**config.mk**
```make
export PLATFORM = sky130hd
export DESIGN_NAME = axi_lite_master
export DESIGN_NICKNAME = d
export VERILOG_FILES = /design/src/rtl/axi_lite_master.sv
export SDC_FILE = /design/constraint.sdc
export NUM_CORES = 1
export LEC_CHECK = 0
export CAP_MARGIN = 20
export CORE_MARGIN = 2
export CORE_UTILIZATION = 39
export CTS_BUF_LIST = sky130_fd_sc_hd__clkbuf_8
export DETAILED_ROUTE_END_ITERATION = 8
export PLACE_DENSITY = 0.85
export SLEW_MARGIN = 0
export SYNTH_ARGS = -nofsm -noshare
export SYNTH_HDL_FRONTEND = slang
export SYNTH_SLANG_ARGS = --single-unit
```
**constraint.sdc**
```tcl
create_clock -name clk -period 1.8 [get_ports clk]
set_clock_uncertainty 0.1 [all_clocks]
set_input_delay 0.36 -clock clk [delete_from_list [all_inputs] [get_ports clk]]
set_output_delay 0.36 -clock clk [all_outputs]
set_load 0.02 [all_outputs]
```
**src/rtl/axi_lite_master.sv**
```systemverilog
// Single-outstanding AXI4-Lite master: takes one read or write command, runs it on the
// AXI channels and returns one response, aborting with SLVERR if the slave stalls too long.
//
// state   | meaning
// --------+--------------------------------------------------
// IDLE    | waiting for a command, cmd_ready high
// WR_REQ  | AW and W valids out, each drops on its own handshake
// WR_RESP | bready high, waiting for the write response
// RD_REQ  | arvalid high, waiting for arready
// RD_DATA | rready high, waiting for read data
// RSP     | rsp_valid high and stable until rsp_ready
module axi_lite_master #(
   parameter int ADDR_WIDTH     = 8,
   parameter int DATA_WIDTH     = 32,
   parameter int TIMEOUT_CYCLES = 256
) (
   input  logic                    clk,
   input  logic                    rst,

   input  logic                    cmd_valid,
   output logic                    cmd_ready,
   input  logic                    cmd_write,
   input  logic [ADDR_WIDTH-1:0]   cmd_addr,
   input  logic [DATA_WIDTH-1:0]   cmd_wdata,
   input  logic [DATA_WIDTH/8-1:0] cmd_wstrb,

   output logic                    rsp_valid,
   input  logic                    rsp_ready,
   output logic [DATA_WIDTH-1:0]   rsp_rdata,
   output logic [1:0]              rsp_resp,
   output logic                    rsp_timeout,

   output logic                    m_axi_awvalid,
   input  logic                    m_axi_awready,
   output logic [ADDR_WIDTH-1:0]   m_axi_awaddr,
   output logic [2:0]              m_axi_awprot,

   output logic                    m_axi_wvalid,
   input  logic                    m_axi_wready,
   output logic [DATA_WIDTH-1:0]   m_axi_wdata,
   output logic [DATA_WIDTH/8-1:0] m_axi_wstrb,

   input  logic                    m_axi_bvalid,
   output logic                    m_axi_bready,
   input  logic [1:0]              m_axi_bresp,

   output logic                    m_axi_arvalid,
   input  logic                    m_axi_arready,
   output logic [ADDR_WIDTH-1:0]   m_axi_araddr,
   output logic [2:0]              m_axi_arprot,

   input  logic                    m_axi_rvalid,
   output logic                    m_axi_rready,
   input  logic [DATA_WIDTH-1:0]   m_axi_rdata,
   input  logic [1:0]              m_axi_rresp,

   output logic                    busy
);

   localparam int STRB_W = DATA_WIDTH / 8;

   localparam logic [2:0] IDLE    = 3'd0;
   localparam logic [2:0] WR_REQ  = 3'd1;
   localparam logic [2:0] WR_RESP = 3'd2;
   localparam logic [2:0] RD_REQ  = 3'd3;
   localparam logic [2:0] RD_DATA = 3'd4;
   localparam logic [2:0] RSP     = 3'd5;

   localparam logic [15:0] TMO_LAST = 16'(TIMEOUT_CYCLES - 1);
   localparam logic [1:0]  RESP_SLVERR = 2'b10;

   logic [2:0]              state_q,   state_d;
   logic [ADDR_WIDTH-1:0]   addr_q,    addr_d;
   logic [DATA_WIDTH-1:0]   wdata_q,   wdata_d;
   logic [STRB_W-1:0]       wstrb_q,   wstrb_d;
   logic                    awvalid_q, awvalid_d;
   logic                    wvalid_q,  wvalid_d;
   logic                    arvalid_q, arvalid_d;
   logic [DATA_WIDTH-1:0]   rdata_q,   rdata_d;
   logic [1:0]              resp_q,    resp_d;
   logic                    tmo_q,     tmo_d;
   logic [15:0]             wait_q,    wait_d;

   logic aw_done;
   logic w_done;
   logic tmo_hit;

   assign aw_done = !awvalid_q || m_axi_awready;
   assign w_done  = !wvalid_q  || m_axi_wready;
   // >= rather than == so a phase entered after a last-cycle handshake still times out
   assign tmo_hit = (wait_q >= TMO_LAST);

   always_comb begin
      state_d   = state_q;
      addr_d    = addr_q;
      wdata_d   = wdata_q;
      wstrb_d   = wstrb_q;
      awvalid_d = awvalid_q;
      wvalid_d  = wvalid_q;
      arvalid_d = arvalid_q;
      rdata_d   = rdata_q;
      resp_d    = resp_q;
      tmo_d     = tmo_q;
      wait_d    = wait_q;

      case (state_q)
         IDLE: begin
            if (cmd_valid && cmd_ready) begin
               addr_d  = cmd_addr;
               wdata_d = cmd_wdata;
               wstrb_d = cmd_wstrb;
               wait_d  = 16'd0;
               rdata_d = '0;
               resp_d  = 2'b00;
               tmo_d   = 1'b0;
               if (cmd_write) begin
                  state_d   = WR_REQ;
                  awvalid_d = 1'b1;
                  wvalid_d  = 1'b1;
               end else begin
                  state_d   = RD_REQ;
                  arvalid_d = 1'b1;
               end
            end
         end

         WR_REQ: begin
            wait_d    = wait_q + 16'd1;
            awvalid_d = awvalid_q && !m_axi_awready;
            wvalid_d  = wvalid_q && !m_axi_wready;
            if (aw_done && w_done) begin
               state_d = WR_RESP;
            end else if (tmo_hit) begin
               state_d   = RSP;
               awvalid_d = 1'b0;
               wvalid_d  = 1'b0;
               resp_d    = RESP_SLVERR;
               tmo_d     = 1'b1;
               rdata_d   = '0;
            end
         end

         WR_RESP: begin
            wait_d = wait_q + 16'd1;
            if (m_axi_bvalid) begin
               resp_d  = m_axi_bresp;
               state_d = RSP;
            end else if (tmo_hit) begin
               state_d = RSP;
               resp_d  = RESP_SLVERR;
               tmo_d   = 1'b1;
               rdata_d = '0;
            end
         end

         RD_REQ: begin
            wait_d = wait_q + 16'd1;
            if (m_axi_arready) begin
               arvalid_d = 1'b0;
               state_d   = RD_DATA;
            end else if (tmo_hit) begin
               arvalid_d = 1'b0;
               state_d   = RSP;
               resp_d    = RESP_SLVERR;
               tmo_d     = 1'b1;
               rdata_d   = '0;
            end
         end

         RD_DATA: begin
            wait_d = wait_q + 16'd1;
            if (m_axi_rvalid) begin
               rdata_d = m_axi_rdata;
               resp_d  = m_axi_rresp;
               state_d = RSP;
            end else if (tmo_hit) begin
               state_d = RSP;
               resp_d  = RESP_SLVERR;
               tmo_d   = 1'b1;
               rdata_d = '0;
            end
         end

         RSP: begin
            if (rsp_ready) begin
               state_d = IDLE;
            end
         end

         default: begin
            state_d   = IDLE;
            awvalid_d = 1'b0;
            wvalid_d  = 1'b0;
            arvalid_d = 1'b0;
         end
      endcase
   end

   always_ff @(posedge clk) begin
      if (rst) begin
         state_q   <= IDLE;
         addr_q    <= '0;
         wdata_q   <= '0;
         wstrb_q   <= '0;
         awvalid_q <= 1'b0;
         wvalid_q  <= 1'b0;
         arvalid_q <= 1'b0;
         rdata_q   <= '0;
         resp_q    <= 2'b00;
         tmo_q     <= 1'b0;
         wait_q    <= 16'd0;
      end else begin
         state_q   <= state_d;
         addr_q    <= addr_d;
         wdata_q   <= wdata_d;
         wstrb_q   <= wstrb_d;
         awvalid_q <= awvalid_d;
         wvalid_q  <= wvalid_d;
         arvalid_q <= arvalid_d;
         rdata_q   <= rdata_d;
         resp_q    <= resp_d;
         tmo_q     <= tmo_d;
         wait_q    <= wait_d;
      end
   end

   // Gated by rst so no command can slip in while reset is still asserted
   assign cmd_ready     = (state_q == IDLE) && !rst;
   assign busy          = (state_q != IDLE);

   assign rsp_valid     = (state_q == RSP);
   assign rsp_rdata     = rdata_q;
   assign rsp_resp      = resp_q;
   assign rsp_timeout   = tmo_q;

   assign m_axi_awvalid = awvalid_q;
   assign m_axi_awaddr  = addr_q;
   assign m_axi_awprot  = 3'b000;
   assign m_axi_wvalid  = wvalid_q;
   assign m_axi_wdata   = wdata_q;
   assign m_axi_wstrb   = wstrb_q;
   assign m_axi_bready  = (state_q == WR_RESP);
   assign m_axi_arvalid = arvalid_q;
   assign m_axi_araddr  = addr_q;
   assign m_axi_arprot  = 3'b000;
   assign m_axi_rready  = (state_q == RD_DATA);

endmodule

```
# Word-level counts from Yosys, hierarchy flattened

Cells that the tools add are included.

Bitwise operators: 2
Multipliers: 0
Order comparisons: 1
Shift-type cells: 0
Reductions and logical operators: 27
Divide/modulo/power cells: 0
Eq/ne operators: 14
Multiplexer cells: 45
$add $sub $neg: 1

Operators with widths:

| cell                    | count |
|---|---|
| $mux W32                | 6 |
| $pmux W32 S5            | 1 |
| $pmux W16 S2            | 1 |
| $mux W3                 | 7 |
| $pmux W3 S6             | 1 |
| $add A16 B1 Y16 const B | 1 |
| $ge A16 B8 Y1 const B   | 1 |
| $mux W1                 | 16 |
| $mux W16                | 1 |
| $mux W2                 | 7 |
| $ne A2 B2 Y1 const B    | 7 |
| $reduce_or A4 Y1        | 3 |
| $pmux W2 S5             | 1 |
| $pmux W1 S3             | 3 |
| $reduce_and A4 Y1       | 2 |
| $eq A3 B2 Y1 const B    | 2 |
| $eq A3 B3 Y1 const B    | 2 |
| $reduce_and A2 Y1       | 3 |
| $reduce_and A6 Y1       | 1 |
| $logic_and A1 B1 Y1     | 5 |
| $logic_not A1 Y1        | 5 |
| $pmux W1 S5             | 1 |
| $reduce_and A5 Y1       | 1 |
| $reduce_bool A5 Y1      | 1 |
| 9 further kinds         | 11 |

Memories: 0
Logic and storage cells: 101
Memory bits (read-only): 0
Output and inout bits: 101
RAM bits: 0
Latch bits: 0
Register bits: 101

# Depth between registers and ports, before layout

Gate-level depths: netlist (run 1).

Depth after elaboration: 5
Gate-level depth with buffers: 8
Depth with buffers taken out: 7

# Least setup slack after synthesis (run 1)

OpenSTA, ideal clock, no wires.

Path kind: register to register
From: reg state_q[0]
To: reg rdata_q[2] (netlist: rsp_rdata[2])
Required time: 1614 ps
Slack: -224 ps
Path buffers: 2
Stages on the path, launching flop included: 8
Arrival: 1838 ps
Cell sequence: dfxtp_1 > buf_2 > nor3b_1 > a21o_1 > a221o_1 > nand2_1 > buf_1 > a211oi_1

Elaborated cells between the ends (all ways): 14
Those cells by class: eq/ne (8); mux (1); reduce/logical (5)

RTL lines:

| item                                                                | RTL line | RTL |
|---|---|---|
| from (decl)                                                         | 72       | `logic [2:0] state_q, state_d;` |
| from (signal assigned)                                              | 213      | `state_q <= state_d;` |
| $eq A3 B2 Y1 (*)                                                    | n/a      |  |
| via m_axi_bready                                                    | 44       | `output logic m_axi_bready,` |
| $reduce_bool A5 Y1 (no line) / $ne A2 B2 Y1 (equally long branches) | n/a      |  |
| $reduce_and A5 Y1 (no line)                                         | n/a      |  |
| to (signal assigned)                                                | 220      | `rdata_q <= rdata_d;` |
| to (decl)                                                           | 79       | `logic [DATA_WIDTH-1:0] rdata_q, rdata_d;` |

Mark *: on every way through the listed nets, which the timed path passes. The rest lies on a longest branch.
A chain may end at the register's enable or synchronous reset.

# Final worst setup path (run 1)

From: reg state_q[1]
To: reg rdata_q[22] (netlist: rsp_rdata[22])

Word-level cells in the longest chain between the ends: 5
Elaborated cells between the ends (all ways): 14
Those cells by class: eq/ne (8); mux (1); reduce/logical (5)

Ends and longest elaborated chain:

| item                        | RTL line | RTL |
|---|---|---|
| $logic_not A3 Y1            | 106, 228 |  |
| $logic_and A1 B1 Y1         | 228      | `assign cmd_ready = (state_q == IDLE) && !rst;` |
| $logic_and A1 B1 Y1         | 108      | `if (cmd_valid && cmd_ready) begin` |
| $ne A2 B2 Y1 (no line)      | n/a      |  |
| $reduce_and A5 Y1 (no line) | n/a      |  |

Several ways; a longest one is shown, not always the timed one.

==> summary.md, run 1 <==
| Metric | Value |
|---|---|
| Overflow after GRT | `0` |
| Sink Count | `around 100` |
| Avg WL per Cell | `19.9 um` |
| Share of cells above drive strength 1 | `30.5%` |
| Area growth syn-to-layout | `77.5%` |
| Initial antenna violation count | `0` |
| GP Congestion | `a little over 0.9` |
| Most instantiated library cell after synthesis | `dfxtp_1` |
| Failing checks | `negative setup slack` |
| Setup TNS | `-5680 ps` |
| Maximum vdd ir drop | `0.817 mV` |
| Number of CTS-inserted buffers | `9` |
| Hold depth | `1` |
| Hold EP | `rsp_timeout` |
| WP data arrival | `between 2000 and 2500 ps` |
| R2r endpoint | `rsp_rdata[22]` |
| I/O pin count | `191` |
| First-pass GRT wire length | `22700 um` |
| Syn_area_per_cell | `9.33 sq um` |
| Synth warn | `0` |
| Period Utilization, post-route | `112%` |
| Hold_sp | `rsp_timeout` |
| Die width | `110 um` |
| Clk buf depth | `2` |
| Yosys top cell area share | `46.5%` |
| Clock Latency Late Sink | `390 ps` |
| Nature of the critical path endpoint | `flip-flop` |
| H-tree depth | `3` |
| PnR worst setup slack | `-214 ps` |
| Hold Path Class | `flip-flop to flip-flop` |
| Diode count | `0` |
| Full die area | `roughly 0.012 sq mm` |
| WS Path Type | `flip-flop to flip-flop` |
| Final Max Tran Viols | `0` |
| Rows | `38` |
| Drt drc | `0` |
| DIE HEIGHT | `110 um` |
| Vias in the first global route | `4672` |
| # nets final | `791` |
| Main synth FF type | `dfxtp_1` |
| CP Launch Type | `flip-flop` |
| CTS tree | `done` |
| Hold slack | `roughly 370 ps` |
| Via count | `4899` |
| Reg clk slew, reported paths | `approximately 100 ps` |
| Worst R2R Setup Slack | `-210 ps` |
| Input/output buffers | `between 150 and 200` |
| Final hold vios | `0` |
| Post-synthesis instance area | `roughly 0.0043 sq mm` |
| R2R cell count | `7` |
| Root buffer cell | `clkbuf_8` |
| Vias per std cell | `between 5 and 6` |
| Drt pass-1 iters | `7` |
| Min Clock Period, post-route | `slightly above 2000 ps` |
| Sequential area share after synthesis | `46.5%` |
| Unique masters post-synth | `50` |
| Drt total wl | `between 15000 and 20000 um` |
| EDFF count, synth | `0` |
| Worst r2r src | `state_q[1]` |
| DRT iter0 DRCs | `365` |
| Crit path max fanout | `19` |
| Core area | `around 0.011 sq mm` |
| Pin count of the biggest net entering global routing | `33` |
| Power Density | `about 1400 mW/mm^2` |
| MaxCap Viol Count | `0` |
| Max Freq | `a little under 0.5 GHz` |
| Outcome | `complete, but fails checks` |
| RSZ-0062 raised after global routing | `yes` |
| Detail Route Antenna Nets | `0` |
| Synth area leader | `dfxtp_1` |
| Most common library cells after synthesis | `dfxtp_1, a211oi_1, a22o_1` |
| Register bit total from synthesis | `101` |
| CP required | `1990 ps` |
| Async S/R FF share, synth | `0%` |
| Fillers | `753` |
| Initial Util | `40.1%` |
| Final setup vio count | `48` |
| Hpwl dp | `9970 um` |
| Leakage | `3.27 nW` |
| Ranking of synthesized cells by area | `dfxtp_1, a211oi_1, a22o_1` |
| Gr usage total | `roughly a quarter` |
| Synthesized instance count | `466` |
-- cell usage in the layout (no fill, tap or decap), types with 12 or more instances in the layout --
cell type        Yosys  final
dfxtp_1            101     87
a211oi_2             0     41
dfxtp_2              0     12
a21oi_1             43     40
buf_4               17     62
nor2_1              21     15
a22o_1              45     45
clkdlybuf4s50_1      0     87
a211oi_1            66     17
dlygate4sd2_1        0     89
nand2_1             19     15
buf_6                0     14
-- where the power goes --
part,leakage [nW],internal (W),switching (W),total (W)
clock network,0.105,0.000666,0.000782,0.00145
registers,0.829,0.00258,0.000252,0.00283
logic,2.34,0.00311,0.00328,0.00639
total,3.27,0.00636,0.00431,0.0107
-- worst max-delay path, stage by stage, from the launching register on --
cell and delay [ps]:
dfxtp_2 380, buf_8 190, nor2b_4 210, buf_4 150, a221o_1 270, nand2_4 140
buf_12 200, a211oi_2 280
-- metal layers --
| metal | global-route usage (%) | vias to the layer above | share of wire, % |
|---|---|---|---|
| li1 | - | 2211 | - |
| met4 | 9.76 | 0 | 2.9 |
| met5 | 0 | - | 0 |
| met3 | 8.06 | 50 | 9.0 |
| met2 | 43.9 | 261 | 52 |
| met1 | 26.3 | 2377 | 36 |
-- registers in the layout (all words and copies together) (netlist names) --
signal and count:
m_axi_wvalid 1, m_axi_wdata 32, rsp_rdata 32, rsp_resp 2, m_axi_awvalid 1, m_axi_arvalid 1
wait_q 16, m_axi_araddr 8, m_axi_wstrb 4, state_q 3, rsp_timeout 1
-- metrics by stage --
| step | instances | worst slack (ps) | power [W] | cell area, sq um | utilization, % |
|---|---|---|---|---|---|
| floorplan | 471 | -72.6 | 0.00543 | 4420 | - |
| global placement | 803 | -564 | 0.00718 | 6730 | 62.1 |
| detailed placement | 803 | -625 | 0.00733 | 6730 | 62.1 |
| CTS | 830 | -108 | 0.00918 | 7080 | 65.3 |
| global route | 845 | -247 | 0.0111 | 7710 | 71.2 |
| finish | 845 | -214 | 0.0107 | 7710 | 71.2 |
-- cell families (layout without fill, tap and decap cells) --
logic type,Yosys count,in the layout,share of synthesized area [%]
buf+inv,64,295,7.34
compound gates,183,183,30.3
mux,1,1,0.230
fa+ha+maj,1,1,0.288
xor+xnor,11,11,2.22
flops,101,101,46.5
simple gates,104,107,13.0
other cells,1,6,0.0863
-- timing repair --
item	CTS	global route
gates resized for setup	152	96
setup buffers	6	11
endpoints found under the setup margin	177	57
pin swaps	5	65
gates cloned	5	4
hold buffers	0	0
-- cell type report --
cell class | instances | area, sq um | area share (%)
repair buffers | 271 | 2650 | 34.3
multi-input cells | 309 | 2630 | 34.0
flip-flops and latches | 101 | 2040 | 26.5
well taps | 140 | 175 | 2.27
clock buffers | 10 | 138 | 1.78
clock inverters | 6 | 55.1 | 0.714
inverters | 8 | 30.0 | 0.389
-- worst max path at each step --
| stage | startpoint | depth (start not counted) | endpoint |
|---|---|---|---|
| floorplan | state_q[1] | 7 | m_axi_wdata[10] |
| global placement | rst | 5 | m_axi_wdata[25] |
| detailed placement | rst | 5 | m_axi_wdata[13] |
| CTS | state_q[1] | 6 | wait_q[14] |
| global route | state_q[1] | 7 | rsp_rdata[22] |
| finish | state_q[1] | 7 | rsp_rdata[22] |
No activity file was read; power rests on OpenSTA's default activity.
==> run 2: changes to the inputs <==
--- a/config.mk
+++ b/config.mk
@@ -5,10 +5,12 @@
 export SDC_FILE = /design/constraint.sdc
 export NUM_CORES = 1
 export LEC_CHECK = 0
+export ABC_AREA = 0
 export CAP_MARGIN = 20
 export CORE_MARGIN = 2
 export CORE_UTILIZATION = 39
 export CTS_BUF_LIST = sky130_fd_sc_hd__clkbuf_8
+export CTS_CLUSTER_DIAMETER = 40
 export DETAILED_ROUTE_END_ITERATION = 8
 export PLACE_DENSITY = 0.85
 export SLEW_MARGIN = 0
==> results of run 2 <==
No change in the layout: final DEF, timing and power equal those of run 1.
